--- config.mk ---
export PLATFORM = sky130hd
export DESIGN_NAME = decode_stage_flat
export DESIGN_NICKNAME = d
export VERILOG_FILES = /design/src/rtl/decode_stage_pkg.sv /design/src/rtl/decode_stage_if.sv /design/src/rtl/decode_skid_buffer.sv /design/src/rtl/decode_stage.sv /design/src/flat_wrapper.sv
export SDC_FILE = /design/constraint.sdc
export NUM_CORES = 1
export LEC_CHECK = 0
export BUFFER_PORTS_ARGS = -buffer_cell sky130_fd_sc_hd__buf_2
export CAP_MARGIN = 20
export CELL_PAD_IN_SITES_DETAIL_PLACEMENT = 1
export CELL_PAD_IN_SITES_GLOBAL_PLACEMENT = 1
export CORE_UTILIZATION = 42
export CTS_CLUSTER_SIZE = 16
export DETAILED_ROUTE_END_ITERATION = 12
export GPL_TIMING_DRIVEN = 1
export PLACE_DENSITY = 0.83
export SLEW_MARGIN = 20
export SYNTH_ARGS = -nofsm -noshare
export SYNTH_HDL_FRONTEND = slang
export SYNTH_HIERARCHICAL = 1
export SYNTH_SLANG_ARGS = --single-unit
--- constraint.sdc ---
create_clock -name clk -period 1.75 [get_ports clk]
set_input_delay 0.0875 -clock clk [delete_from_list [all_inputs] [get_ports clk]]
set_output_delay 0.0875 -clock clk [all_outputs]
set_load 0.05 [all_outputs]
--- src/rtl/decode_stage_pkg.sv ---
// Shared RV opcode/format definitions and immediate helper for the decode stage.
// Holds the opcode map and format codes used by both the decoder and its bench.
package decode_stage_pkg;

  localparam logic [6:0] OPC_LUI      = 7'b0110111;
  localparam logic [6:0] OPC_AUIPC    = 7'b0010111;
  localparam logic [6:0] OPC_JAL      = 7'b1101111;
  localparam logic [6:0] OPC_JALR     = 7'b1100111;
  localparam logic [6:0] OPC_LOAD     = 7'b0000011;
  localparam logic [6:0] OPC_OP_IMM   = 7'b0010011;
  localparam logic [6:0] OPC_MISC_MEM = 7'b0001111;
  localparam logic [6:0] OPC_SYSTEM   = 7'b1110011;
  localparam logic [6:0] OPC_BRANCH   = 7'b1100011;
  localparam logic [6:0] OPC_STORE    = 7'b0100011;
  localparam logic [6:0] OPC_OP       = 7'b0110011;

  typedef enum logic [2:0] {
    FMT_R = 3'd0,
    FMT_I = 3'd1,
    FMT_S = 3'd2,
    FMT_B = 3'd3,
    FMT_U = 3'd4,
    FMT_J = 3'd5
  } fmt_e;

  // XLEN-independent part of the decoded bundle
  typedef struct packed {
    logic [6:0] opcode;
    logic [6:0] funct7;
    logic [4:0] rd;
    logic [4:0] rs1;
    logic [4:0] rs2;
    logic [2:0] funct3;
    fmt_e       fmt;
    logic       illegal;
  } fields_t;

  // 32-bit sign-extended immediate; the caller widens it to XLEN
  function automatic logic [31:0] imm32_of(input fmt_e fmt, input logic [31:0] i);
    case (fmt)
      FMT_I:   imm32_of = {{20{i[31]}}, i[31:20]};
      FMT_S:   imm32_of = {{20{i[31]}}, i[31:25], i[11:7]};
      FMT_B:   imm32_of = {{19{i[31]}}, i[31], i[7], i[30:25], i[11:8], 1'b0};
      FMT_U:   imm32_of = {i[31:12], 12'b0};
      FMT_J:   imm32_of = {{11{i[31]}}, i[31], i[19:12], i[20], i[30:21], 1'b0};
      default: imm32_of = 32'd0;
    endcase
  endfunction

endpackage

--- src/rtl/decode_stage_if.sv ---
// Fetch-side and execute-side handshake/bus signals of the decode stage.
interface decode_stage_if #(parameter int XLEN = 32);
  logic            flush;
  logic            in_valid;
  logic            in_ready;
  logic [31:0]     in_instr;
  logic [XLEN-1:0] in_pc;
  logic            out_valid;
  logic            out_ready;
  logic [XLEN-1:0] out_pc;
  logic [6:0]      out_opcode;
  logic [4:0]      out_rd;
  logic [4:0]      out_rs1;
  logic [4:0]      out_rs2;
  logic [2:0]      out_funct3;
  logic [6:0]      out_funct7;
  logic [XLEN-1:0] out_imm;
  logic [2:0]      out_fmt;
  logic            out_illegal;

  modport master (
    output flush, in_valid, in_instr, in_pc, out_ready,
    input  in_ready, out_valid, out_pc, out_opcode, out_rd, out_rs1, out_rs2,
           out_funct3, out_funct7, out_imm, out_fmt, out_illegal
  );

  modport slave (
    input  flush, in_valid, in_instr, in_pc, out_ready,
    output in_ready, out_valid, out_pc, out_opcode, out_rd, out_rs1, out_rs2,
           out_funct3, out_funct7, out_imm, out_fmt, out_illegal
  );
endinterface

--- src/rtl/decode_skid_buffer.sv ---
// Two-entry (main + skid) valid/ready buffer with flush; full throughput under backpressure.
module decode_skid_buffer #(
  parameter int W = 8
) (
  input  logic         clk,
  input  logic         rst_n,
  input  logic         flush,
  input  logic         in_valid,
  output logic         in_ready,
  input  logic [W-1:0] in_data,
  output logic         out_valid,
  input  logic         out_ready,
  output logic [W-1:0] out_data
);

  logic         skid_vld;
  logic [W-1:0] skid_data;
  logic         in_xfer;

  assign in_xfer = in_valid & in_ready & ~flush;

  // in_ready is registered "skid empty" so the fetch side never sees a comb path
  always_ff @(posedge clk or negedge rst_n) begin
    if (!rst_n) begin
      in_ready  <= 1'b0;
      out_valid <= 1'b0;
      out_data  <= '0;
      skid_vld  <= 1'b0;
      skid_data <= '0;
    end else if (flush) begin
      out_valid <= 1'b0;
      skid_vld  <= 1'b0;
      in_ready  <= 1'b1;
    end else if (!out_valid || out_ready) begin
      in_ready <= 1'b1;
      if (skid_vld) begin
        out_data  <= skid_data;
        out_valid <= 1'b1;
        skid_vld  <= 1'b0;
      end else if (in_xfer) begin
        out_data  <= in_data;
        out_valid <= 1'b1;
      end else begin
        out_valid <= 1'b0;
      end
    end else if (in_xfer) begin
      skid_data <= in_data;
      skid_vld  <= 1'b1;
      in_ready  <= 1'b0;
    end else begin
      in_ready <= ~skid_vld;
    end
  end

endmodule

--- src/rtl/decode_stage.sv ---
// Registered RV instruction decode stage: field split, format-selected immediate,
// illegal-opcode flag and PC carried through a skid-buffered handshake.
module decode_stage
  import decode_stage_pkg::*;
#(
  parameter int XLEN = 32
) (
  input logic          clk,
  input logic          rst_n,
  decode_stage_if.slave bus
);

  if (XLEN != 32 && XLEN != 64) begin : g_xlen_bad
    $error("decode_stage: XLEN must be 32 or 64");
  end

  localparam int W = $bits(fields_t) + 2 * XLEN;

  fields_t         dec;
  logic [31:0]     imm32;
  logic [XLEN-1:0] imm;
  logic [W-1:0]    pay_in;
  logic [W-1:0]    pay_out;
  fields_t         q;

  always_comb begin
    dec         = '0;
    dec.opcode  = bus.in_instr[6:0];
    dec.rd      = bus.in_instr[11:7];
    dec.funct3  = bus.in_instr[14:12];
    dec.rs1     = bus.in_instr[19:15];
    dec.rs2     = bus.in_instr[24:20];
    dec.funct7  = bus.in_instr[31:25];
    dec.fmt     = FMT_R;
    dec.illegal = 1'b0;
    // every listed opcode ends in 2'b11, so a non-32-bit encoding falls to default
    case (bus.in_instr[6:0])
      OPC_LUI, OPC_AUIPC:                                    dec.fmt = FMT_U;
      OPC_JAL:                                               dec.fmt = FMT_J;
      OPC_JALR, OPC_LOAD, OPC_OP_IMM, OPC_MISC_MEM, OPC_SYSTEM: dec.fmt = FMT_I;
      OPC_BRANCH:                                            dec.fmt = FMT_B;
      OPC_STORE:                                             dec.fmt = FMT_S;
      OPC_OP:                                                dec.fmt = FMT_R;
      default:                                               dec.illegal = 1'b1;
    endcase
    imm32 = imm32_of(dec.fmt, bus.in_instr);
    imm   = XLEN'($signed(imm32));
  end

  assign pay_in = {bus.in_pc, imm, dec};

  decode_skid_buffer #(.W(W)) u_skid (
    .clk       (clk),
    .rst_n     (rst_n),
    .flush     (bus.flush),
    .in_valid  (bus.in_valid),
    .in_ready  (bus.in_ready),
    .in_data   (pay_in),
    .out_valid (bus.out_valid),
    .out_ready (bus.out_ready),
    .out_data  (pay_out)
  );

  assign q               = pay_out[$bits(fields_t)-1:0];
  assign bus.out_imm     = pay_out[$bits(fields_t) +: XLEN];
  assign bus.out_pc      = pay_out[$bits(fields_t) + XLEN +: XLEN];
  assign bus.out_opcode  = q.opcode;
  assign bus.out_rd      = q.rd;
  assign bus.out_rs1     = q.rs1;
  assign bus.out_rs2     = q.rs2;
  assign bus.out_funct3  = q.funct3;
  assign bus.out_funct7  = q.funct7;
  assign bus.out_fmt     = q.fmt;
  assign bus.out_illegal = q.illegal;

endmodule

--- src/flat_wrapper.sv ---
// flat-port wrapper written by rule: the top's interface ports become plain ports
module decode_stage_flat import decode_stage_pkg::*;
#(
  parameter int XLEN = 32
)
  (clk, rst_n, bus_flush, bus_in_valid, bus_in_instr, bus_in_pc, bus_out_ready, bus_in_ready, bus_out_valid, bus_out_pc, bus_out_opcode, bus_out_rd, bus_out_rs1, bus_out_rs2, bus_out_funct3, bus_out_funct7, bus_out_imm, bus_out_fmt, bus_out_illegal);
  decode_stage_if #(.XLEN(XLEN)) bus_i ();
  input logic clk;
  input logic rst_n;
  input wire logic [$bits(bus_i.flush)-1:0] bus_flush;
  input wire logic [$bits(bus_i.in_valid)-1:0] bus_in_valid;
  input wire logic [$bits(bus_i.in_instr)-1:0] bus_in_instr;
  input wire logic [$bits(bus_i.in_pc)-1:0] bus_in_pc;
  input wire logic [$bits(bus_i.out_ready)-1:0] bus_out_ready;
  output wire logic [$bits(bus_i.in_ready)-1:0] bus_in_ready;
  output wire logic [$bits(bus_i.out_valid)-1:0] bus_out_valid;
  output wire logic [$bits(bus_i.out_pc)-1:0] bus_out_pc;
  output wire logic [$bits(bus_i.out_opcode)-1:0] bus_out_opcode;
  output wire logic [$bits(bus_i.out_rd)-1:0] bus_out_rd;
  output wire logic [$bits(bus_i.out_rs1)-1:0] bus_out_rs1;
  output wire logic [$bits(bus_i.out_rs2)-1:0] bus_out_rs2;
  output wire logic [$bits(bus_i.out_funct3)-1:0] bus_out_funct3;
  output wire logic [$bits(bus_i.out_funct7)-1:0] bus_out_funct7;
  output wire logic [$bits(bus_i.out_imm)-1:0] bus_out_imm;
  output wire logic [$bits(bus_i.out_fmt)-1:0] bus_out_fmt;
  output wire logic [$bits(bus_i.out_illegal)-1:0] bus_out_illegal;
  assign bus_i.flush = bus_flush;
  assign bus_i.in_valid = bus_in_valid;
  assign bus_i.in_instr = bus_in_instr;
  assign bus_i.in_pc = bus_in_pc;
  assign bus_i.out_ready = bus_out_ready;
  assign bus_in_ready = bus_i.in_ready;
  assign bus_out_valid = bus_i.out_valid;
  assign bus_out_pc = bus_i.out_pc;
  assign bus_out_opcode = bus_i.out_opcode;
  assign bus_out_rd = bus_i.out_rd;
  assign bus_out_rs1 = bus_i.out_rs1;
  assign bus_out_rs2 = bus_i.out_rs2;
  assign bus_out_funct3 = bus_i.out_funct3;
  assign bus_out_funct7 = bus_i.out_funct7;
  assign bus_out_imm = bus_i.out_imm;
  assign bus_out_fmt = bus_i.out_fmt;
  assign bus_out_illegal = bus_i.out_illegal;
  decode_stage #(.XLEN(XLEN)) u_core (.clk(clk), .rst_n(rst_n), .bus(bus_i));
endmodule
After elaboration in Yosys (flattened, before gate mapping)
Index checks and enable logic that the tools add are counted.
{"block": "totals", "register_bits": 203, "out_inout_bits": 102, "inputBits": 69}
{"block": "op_classes", "n_reduce_logical": 10, "bitwise_logic": 5, "n_eq_ne": 16, "mux": 15}
{"operator": "$mux W100", "count": 2}
{"operator": "$pmux W32 S5", "count": 1}
{"operator": "$eq A7 B7 Y1 const B", "count": 4}
{"operator": "$eq A7 B6 Y1 const B", "count": 3}
{"operator": "$pmux W3 S5", "count": 1}
{"operator": "$eq A7 B5 Y1 const B", "count": 2}
{"operator": "$mux W1", "count": 11}
{"operator": "$reduce_or A11 Y1", "count": 1}
{"operator": "$eq A7 B2 Y1 const B", "count": 1}
{"operator": "$eq A7 B4 Y1 const B", "count": 1}
{"operator": "$eq A3 B2 Y1 const B", "count": 2}
{"operator": "$eq A3 B3 Y1 const B", "count": 2}
{"operator": "$reduce_and A3 Y1", "count": 2}
{"operator": "$reduce_or A5 Y1", "count": 1}
{"operator": "$reduce_bool A2 Y1", "count": 2}
{"operator": "$eq A3 B1 Y1 const B", "count": 1}
{"operator": "$not A1 Y1", "count": 3}
{"operator": "$reduce_bool A3 Y1", "count": 1}
{"operator": "$and A1 B1 Y1", "count": 2}
{"operator": "$reduce_or A2 Y1", "count": 1}
{"operator": "$logic_not A1 Y1", "count": 1}
{"operator": "$logic_or A1 B1 Y1", "count": 1}

Depth between registers and ports, before layout
Gate-level depths: netlist of the first run.
{"block": "logic_depth", "depth_word": 7, "ltp_mapped": 8, "mapped_depth_nobuf": 6}

Modules after synthesis
The synthesis of the first run kept the hierarchy.
{"module": "decode_skid_buffer", "instances": 1, "cells_per_inst": 546, "area_per_inst_um2": 9008.6}
{"module": "decode_stage", "instances": 1, "cells_per_inst": 98, "area_per_inst_um2": 661.9}

Worst setup path after synthesis of the first run
OpenSTA, ideal clock, no wires.
{"block": "synth_path", "path_type": "reg2reg", "start": "register u_core.u_skid.out_valid", "end": "register u_core.u_skid.skid_data[69]", "stages_incl_launch_ff": 6, "arrival_time_ns": 1.877, "setup_slack_ns": -0.252, "required_ns": 1.625, "synth_period_minus_slack_ns": 2.002, "cell_sequence": "dfrtp_1 -> or3b_1 -> buf_6 -> nor2_8 -> buf_8 -> mux2_2"}
{"block": "synth_between", "elab_chain_cells": 4}
{"element": "start: declaration", "line_no": "decode_skid_buffer.sv:11", "text": "output logic out_valid,"}
{"element": "start signal: assignment", "line_no": "decode_skid_buffer.sv:26", "text": "out_valid <= 1'b0;"}
{"element": "start signal: assignment", "line_no": "decode_skid_buffer.sv:31", "text": "out_valid <= 1'b0;"}
{"element": "start signal: assignment", "line_no": "decode_skid_buffer.sv:38", "text": "out_valid <= 1'b1;"}
{"element": "$logic_not A1 Y1", "line_no": "decode_skid_buffer.sv:34", "text": "end else if (!out_valid || out_ready) begin"}
{"element": "$logic_or A1 B1 Y1", "line_no": "decode_skid_buffer.sv:34"}
{"element": "$not A1 Y1 (no line)"}
{"element": "$reduce_and A3 Y1 (no line)"}
{"element": "end signal: assignment", "line_no": "decode_skid_buffer.sv:47", "text": "skid_data <= in_data;"}
{"element": "end: declaration", "line_no": "decode_skid_buffer.sv:17", "text": "logic [W-1:0] skid_data;"}
Every way passes these cells.
A chain may end at the register's enable or synchronous reset.

Worst setup path in the final report of the first run
{"block": "layout_path", "start": "register u_core.u_skid.out_valid", "end": "register u_core.u_skid.skid_data[7]"}
The elaborated chain is that of the path after synthesis.

==> flow_metrics.py, run 1 <==
metrics = {
    "run_status": {
        "status": "finished clean",
    },
    "critical_path": {
        "critPathCaptureType": "flop",
        "cpLargestDelayFamily": "simple AND/OR/NAND/NOR gates",
        "crit_slowest_cell": "or3b_4",
        "crit_type": "flop to flop",
        "required_ns": 2.15,
        "crit_arrival_ns": 2.14,
        "cp_max_fo": 8,
        "crit_chain": "or3b_4, nor2_8, buf_4, clkbuf_16, mux2_4",
        "critPathLaunchType": "flop",
        "cp_slowest_stage_delay_ns": 0.43,
        "critPathBufInv": 2,
    },
    "placed_design": {
        "post_dp_cell_area_mm2": 0.01099,
        "preCtsSetupSlack_ns": -0.2315,
        "place_congestion": 0.7555,
        "numPlacedInstances": 1093,
        "portBuffers": 170,
        "dp_hpwl_mm": 15.09,
    },
    "final_layout": {
        "finalInstanceArea_mm2": 0.01262,
        "drive_gt1_share_pct": 61.06,
        "layout_commonest_cell": "mux2_2",
        "final_cells": 1213,
        "finalNetCount": 980,
        "utilization_pct": 55.74,
        "syn_to_final_growth_pct": 30.51,
        "final_cell_mix": "mux2_2 (236), dfrtp_1 (200), buf_2 (169)",
    },
    "sta": {
        "drv_slew": 0,
        "tightest_slew_ns": 1.005,
        "hold_violations": 0,
        "period_share_pct": 99.11,
        "slew_headroom_pct": 32.76,
        "setup_tns_ns": 0,
        "skew_ns": 0.02217,
        "finalSetupViolations": 0,
        "fin_ws_ns": 0.01552,
        "whs_ns": 0.02466,
        "fmax_ghz": 0.5765,
        "rsz0062_at_grt": "yes",
        "min_period_ns": 1.734,
    },
    "drt": {
        "wl_per_cell_um": 20.88,
        "drt-initial-drc-count": 185,
        "totalWireLength_mm": 25.33,
        "viasPerCell": 5.157,
        "drc": 0,
        "dr.pass1.iters": 6,
        "ant_nets": 0,
        "route.vias.total": 6256,
    },
    "grt": {
        "grt_overflow_total": 0,
        "grt_max_degree": 63,
        "grt_pass1_vias": 7042,
        "grt_pass1_wl_mm": 39.74,
        "track_usage_pct": 21.32,
        "antenna_found_initial": 2,
    },
    "clock_network": {
        "clock_sinks": 203,
        "cts_tree": "yes",
        "clock-root-buffer": "clkbuf_16",
        "worstSkewPairLatency_ns": 0.53,
        "path_clk_slew_ns": 0.06,
        "clk_path_buf_depth": 3,
        "cts_buffers": 24,
        "htreeDepth": 1,
    },
    "synth": {
        "netlist_instances": 644,
        "syn-num-nets": 713,
        "synthArstFlopShare_pct": 100.0,
        "yosys_most_used_dff": "dfrtp_1",
        "synth_edf_count": 0,
        "yosysSeqAreaShare_pct": 52.53,
        "synth_area_per_cell_um2": 15.02,
        "synth_cell_types": 44,
        "yosys_warnings": 6,
        "synth.cell_area_mm2": 0.009671,
        "synth_seq_cells": 203,
    },
    "die": {
        "boundaryPins": 171,
        "die_y_um": 153.7,
        "start_util_pct": 42.71,
        "core-area_mm2": 0.02264,
        "rows": 55,
        "die-area_mm2": 0.02364,
        "dieWidth_um": 153.7,
    },
    "power": {
        "powerDensity_mw_per_mm2": 1136,
        "switching_power_mw": 4.565,
        "peakVddDrop_mv": 0.7645,
        "p_int_mw": 9.768,
        "finalPower_mw": 14.33,
        "switching_share_pct": 31.85,
        "pwr-share-clk_pct": 33.5,
        "power.share.sequential_pct": 41.9,
        "pwr-share-comb_pct": 24.6,
        "power.leakage_nw": 6.001,
    },
    "job": {
        "max_cap_violations": 0,
    },
    "worst_hold_path": {
        "hp-class": "primary input to flop",
    },
}
## power groups by stage
stage / clock network [mW] / logic [mW] / registers, mW
after floorplan: 0 / 1.27 / 7.13
after global placement: 0 / 3.27 / 5.98
after detailed placement: 0 / 3.36 / 6.02
after CTS: 4.91 / 3.49 / 5.97
after global routing: 5.08 / 3.71 / 6.09
final: 4.81 / 3.52 / 6.00
## path summary, 6_finish.rpt
kind	end	cells past startpoint	slack, ns	start
max reg2reg	u_core/u_skid/skid_data[7]	5	0.02	u_core/u_skid/out_valid
min reg2reg	u_core/u_skid/out_data[10]	1	0.50	u_core/u_skid/out_data[10]
min	u_core/u_skid/out_data[31]	3	0.02	bus_in_instr[2]
min in group asynchronous	u_core/u_skid/skid_data[90]	2	0.11	rst_n
max	u_core/u_skid/skid_data[7]	5	0.02	u_core/u_skid/out_valid
max in group asynchronous	u_core/u_skid/skid_data[14]	3	0.94	rst_n
## cell families after synthesis
kind of cell,count (synthesis),synth area share (%)
compound gates,46,3.325
xor+xnor,1,0.09058
buf+inv,46,3.571
flops,203,52.53
mux,301,37.37
simple gates,47,3.118
## worst min-delay path, stage by stage
cell and delay [ns]:
buf_2 0.14, mux2_2 0.16, mux2_2 0.13
## sequential cells by signal, indices dropped and copies added, names as in the netlist
signal,count
u_core/u_skid/out_data,100
u_core/u_skid/skid_vld,1
u_core/u_skid/in_ready,1
u_core/u_skid/skid_data,100
u_core/u_skid/out_valid,1
## area by class of cell
type                    instances  area [um^2]
flip-flops and latches        203         5086
multi-input cells             395         4260
repair buffers                281         2133
well taps                     285        356.6
clock buffers                  34        708.2
clock inverters                 8        51.30
fillers                      2222        10020
diodes                          1        2.502
inverters                       6        22.52
## synth_stat cells (3+ instances only)
cell type,count,area [um^2]
mux2_4,60,900.9
inv_1,6,22.52
buf_6,5,56.30
buf_2,12,60.06
and2_1,8,50.05
buf_1,9,33.78
a22o_1,4,35.03
buf_8,10,150.1
nor2_1,6,22.52
dfrtp_1,203,5080
a21o_1,11,82.58
a21oi_1,7,35.03
mux2_1,3,33.78
o21ai_1,11,55.05
nand2_1,16,60.06
mux2_2,237,2669
## per-layer routing
layer  track usage, %  share of wire, %  vias up  wire length (um)
li1                 -                 -     2855                 -
met3            4.594               4.6       27              1172
met5                0             0.051        -                13
met1            27.22                43     3227             10870
met4            4.524               1.6        2               407
met2            37.12                51      145             12860
## timing repair
item                                   in CTS  in global routing
cloned                                      1                  4
pin swaps                                   1                  2
setup endpoints to repair                  75                 93
endpoints found under the hold margin     241                  0
gates resized for setup                     3                  3
setup buffers                               0                  6
hold buffers                               66                  0
No activity file was read; power rests on OpenSTA's default activity.
==> run 2, diff against run 1 <==
Settings changed: PLACE_DENSITY 0.83 to 0.87.
==> run 2 against run 1 <==
Effect of this change: routed wire length up 5.4%; critical path depth down 1; design area up 1.2%; maximum frequency about the same; non-clock buffer count up 9; register-to-register slack about the same; first-iteration DRC count up 15%.
==> flow_metrics.py, run 2 (synthesis gave the netlist of run 1 again) <==
metrics = {
    "power": {
        "switching_power_mw": 4.540,
        "p_int_mw": 9.962,
        "pwr-share-comb_pct": 25.0,
        "peakVddDrop_mv": 0.9796,
        "powerDensity_mw_per_mm2": 1136,
        "switching_share_pct": 31.30,
        "pwr-share-clk_pct": 33.6,
        "power.leakage_nw": 6.098,
        "finalPower_mw": 14.50,
        "power.share.sequential_pct": 41.4,
    },
    "drt": {
        "dr.pass1.iters": 6,
        "route.vias.total": 6392,
        "drc": 0,
        "totalWireLength_mm": 26.70,
        "viasPerCell": 5.231,
        "drt-initial-drc-count": 213,
        "ant_nets": 0,
        "wl_per_cell_um": 21.85,
    },
    "placed_design": {
        "portBuffers": 170,
        "dp_hpwl_mm": 15.79,
        "place_congestion": 0.8001,
        "preCtsSetupSlack_ns": -0.2243,
    },
    "final_layout": {
        "multiInputGateArea_mm2": 0.004305,
        "drive_gt1_share_pct": 61.71,
        "layout_commonest_cell": "mux2_2",
        "layout.area.seq_mm2": 0.005086,
        "reg_top3": "u_core/u_skid/out_data: 100 flops, u_core/u_skid/skid_data: 100 flops",
        "syn_to_final_growth_pct": 32.04,
        "final_cell_mix": "mux2_2 (225), dfrtp_1 (200), buf_2 (169)",
        "fillerInstances": 2191,
        "finalNetCount": 988,
    },
    "sta": {
        "tightest_slew_ns": 0.9663,
        "whs_ns": 0.02806,
        "finalSetupViolations": 0,
        "min_period_ns": 1.734,
        "drv_slew": 0,
        "period_share_pct": 99.08,
        "skew_ns": 0.01918,
        "fmax_ghz": 0.5767,
        "hold_violations": 0,
        "fin_ws_ns": 0.01607,
        "rsz0062_at_grt": "yes",
        "slew_headroom_pct": 35.34,
    },
    "die": {
        "die_y_um": 153.7,
        "dieWidth_um": 153.7,
        "boundaryPins": 171,
        "core-area_mm2": 0.02264,
        "rows": 55,
        "die-area_mm2": 0.02364,
        "start_util_pct": 42.71,
    },
    "grt": {
        "grt_pass1_vias": 7284,
        "grt_overflow_total": 0,
        "track_usage_pct": 22.64,
        "grt_pass1_wl_mm": 41.88,
        "grt_max_degree": 54,
        "antenna_found_initial": 2,
    },
    "clock_network": {
        "clk_path_buf_depth": 3,
        "clock_sinks": 203,
        "worstSkewPairLatency_ns": 0.52,
        "htreeDepth": 1,
        "cts_tree": "yes",
        "cts_buffers": 23,
        "clock-root-buffer": "clkbuf_16",
        "path_clk_slew_ns": 0.06,
    },
    "critical_path": {
        "reg2reg_slack_ns": 0.02,
        "crit_slowest_cell": "or3b_4",
        "crit_arrival_ns": 2.13,
        "cpLargestDelayFamily": "simple AND/OR/NAND/NOR gates",
        "critPathLaunchType": "flop",
        "critPathBufInv": 1,
        "required_ns": 2.15,
        "reg2reg_depth": 4,
        "cp_max_fo": 14,
        "cp_slowest_stage_delay_ns": 0.42,
        "crit_type": "flop to flop",
        "r2r-start": "u_core/u_skid/out_valid",
        "crit_chain": "or3b_4, nor2_8, bufbuf_16, mux2_4",
        "r2r_end": "u_core/u_skid/skid_data[27]",
        "critPathCaptureType": "flop",
    },
    "worst_hold_path": {
        "hold_depth": 4,
        "hp-class": "primary input to flop",
        "min-delay-start": "bus_out_ready",
        "holdPathEnd": "u_core/u_skid/skid_vld",
    },
    "run_status": {
        "status": "finished clean",
    },
    "job": {
        "max_cap_violations": 0,
    },
}
## run 2: how the worst max path moves through the flow
stage	startpoint	end	slack [ns]	depth (start not counted)
2_1_floorplan	u_core/u_skid/out_valid	u_core/u_skid/skid_data[69]	-0.13	5
3_3_place_gp	bus_in_instr[3]	u_core/u_skid/out_data[61]	-0.14	6
3_5_place_dp	bus_in_instr[4]	u_core/u_skid/out_data[59]	-0.22	8
4_1_cts	u_core/u_skid/out_valid	u_core/u_skid/skid_data[46]	-0.05	5
5_1_grt	u_core/u_skid/out_valid	u_core/u_skid/skid_data[27]	-0.04	4
6_report	u_core/u_skid/out_valid	u_core/u_skid/skid_data[27]	0.02	4
## run 2: worst register-to-register path, delay by kind of cell (launching register included)
kind                   cells  cell delay (ns)
flip-flops                 1             0.36
buffers and inverters      1             0.35
AND/OR/NAND/NOR            2             0.60
multiplexers               1             0.31
## run 2: what timing repair did
action / 4_1_cts / 5_1_grt
gates cloned: 2 / 7
hold buffers: 64 / 0
buffers inserted: 3 / 5
pin swaps: 1 / 2
endpoints found under the hold margin: 317 / 0
resized for setup: 14 / 5
setup endpoints to repair: 80 / 119
## run 2: metal layers
| metal | vias to the layer above | global-route usage (%) | routed length (um) |
|---|---|---|---|
| li1 | 2874 | - | - |
| met1 | 3303 | 27.96 | 11360 |
| met2 | 174 | 40.39 | 13500 |
| met3 | 41 | 4.876 | 1306 |
| met4 | 0 | 5.048 | 529 |
| met5 | - | 0 | 0 |
## run 2: final cells by class
cell class / instances / area share [%]
antenna: 2 / 0.03920
timing repair buffer: 290 / 17.41
clock inverter: 6 / 0.4606
multi-input combinational: 395 / 33.72
inverter: 6 / 0.1764
sequential: 203 / 39.83
tap: 285 / 2.793
clock buffer: 35 / 5.566
## run 2: through the flow
stage               TNS [ns]  cells  util (%)  area (um^2)
finish                     0   1222     56.40        12770
floorplan             -12.48    644         -         9673
global route          -1.235   1221     56.39        12770
detailed placement    -5.508   1099     48.59        11000
global placement      -2.475   1099     48.59        11000
CTS                   -1.165   1209     55.45        12550
## run 2: power groups by stage
stage | combinational, mW | sequential, mW | clock (mW)
finish | 3.62 | 6.00 | 4.88
global route | 3.82 | 6.10 | 5.17
CTS | 3.56 | 5.98 | 4.99
floorplan | 1.27 | 7.13 | 0
global placement | 3.26 | 5.97 | 0
detailed placement | 3.37 | 6.03 | 0
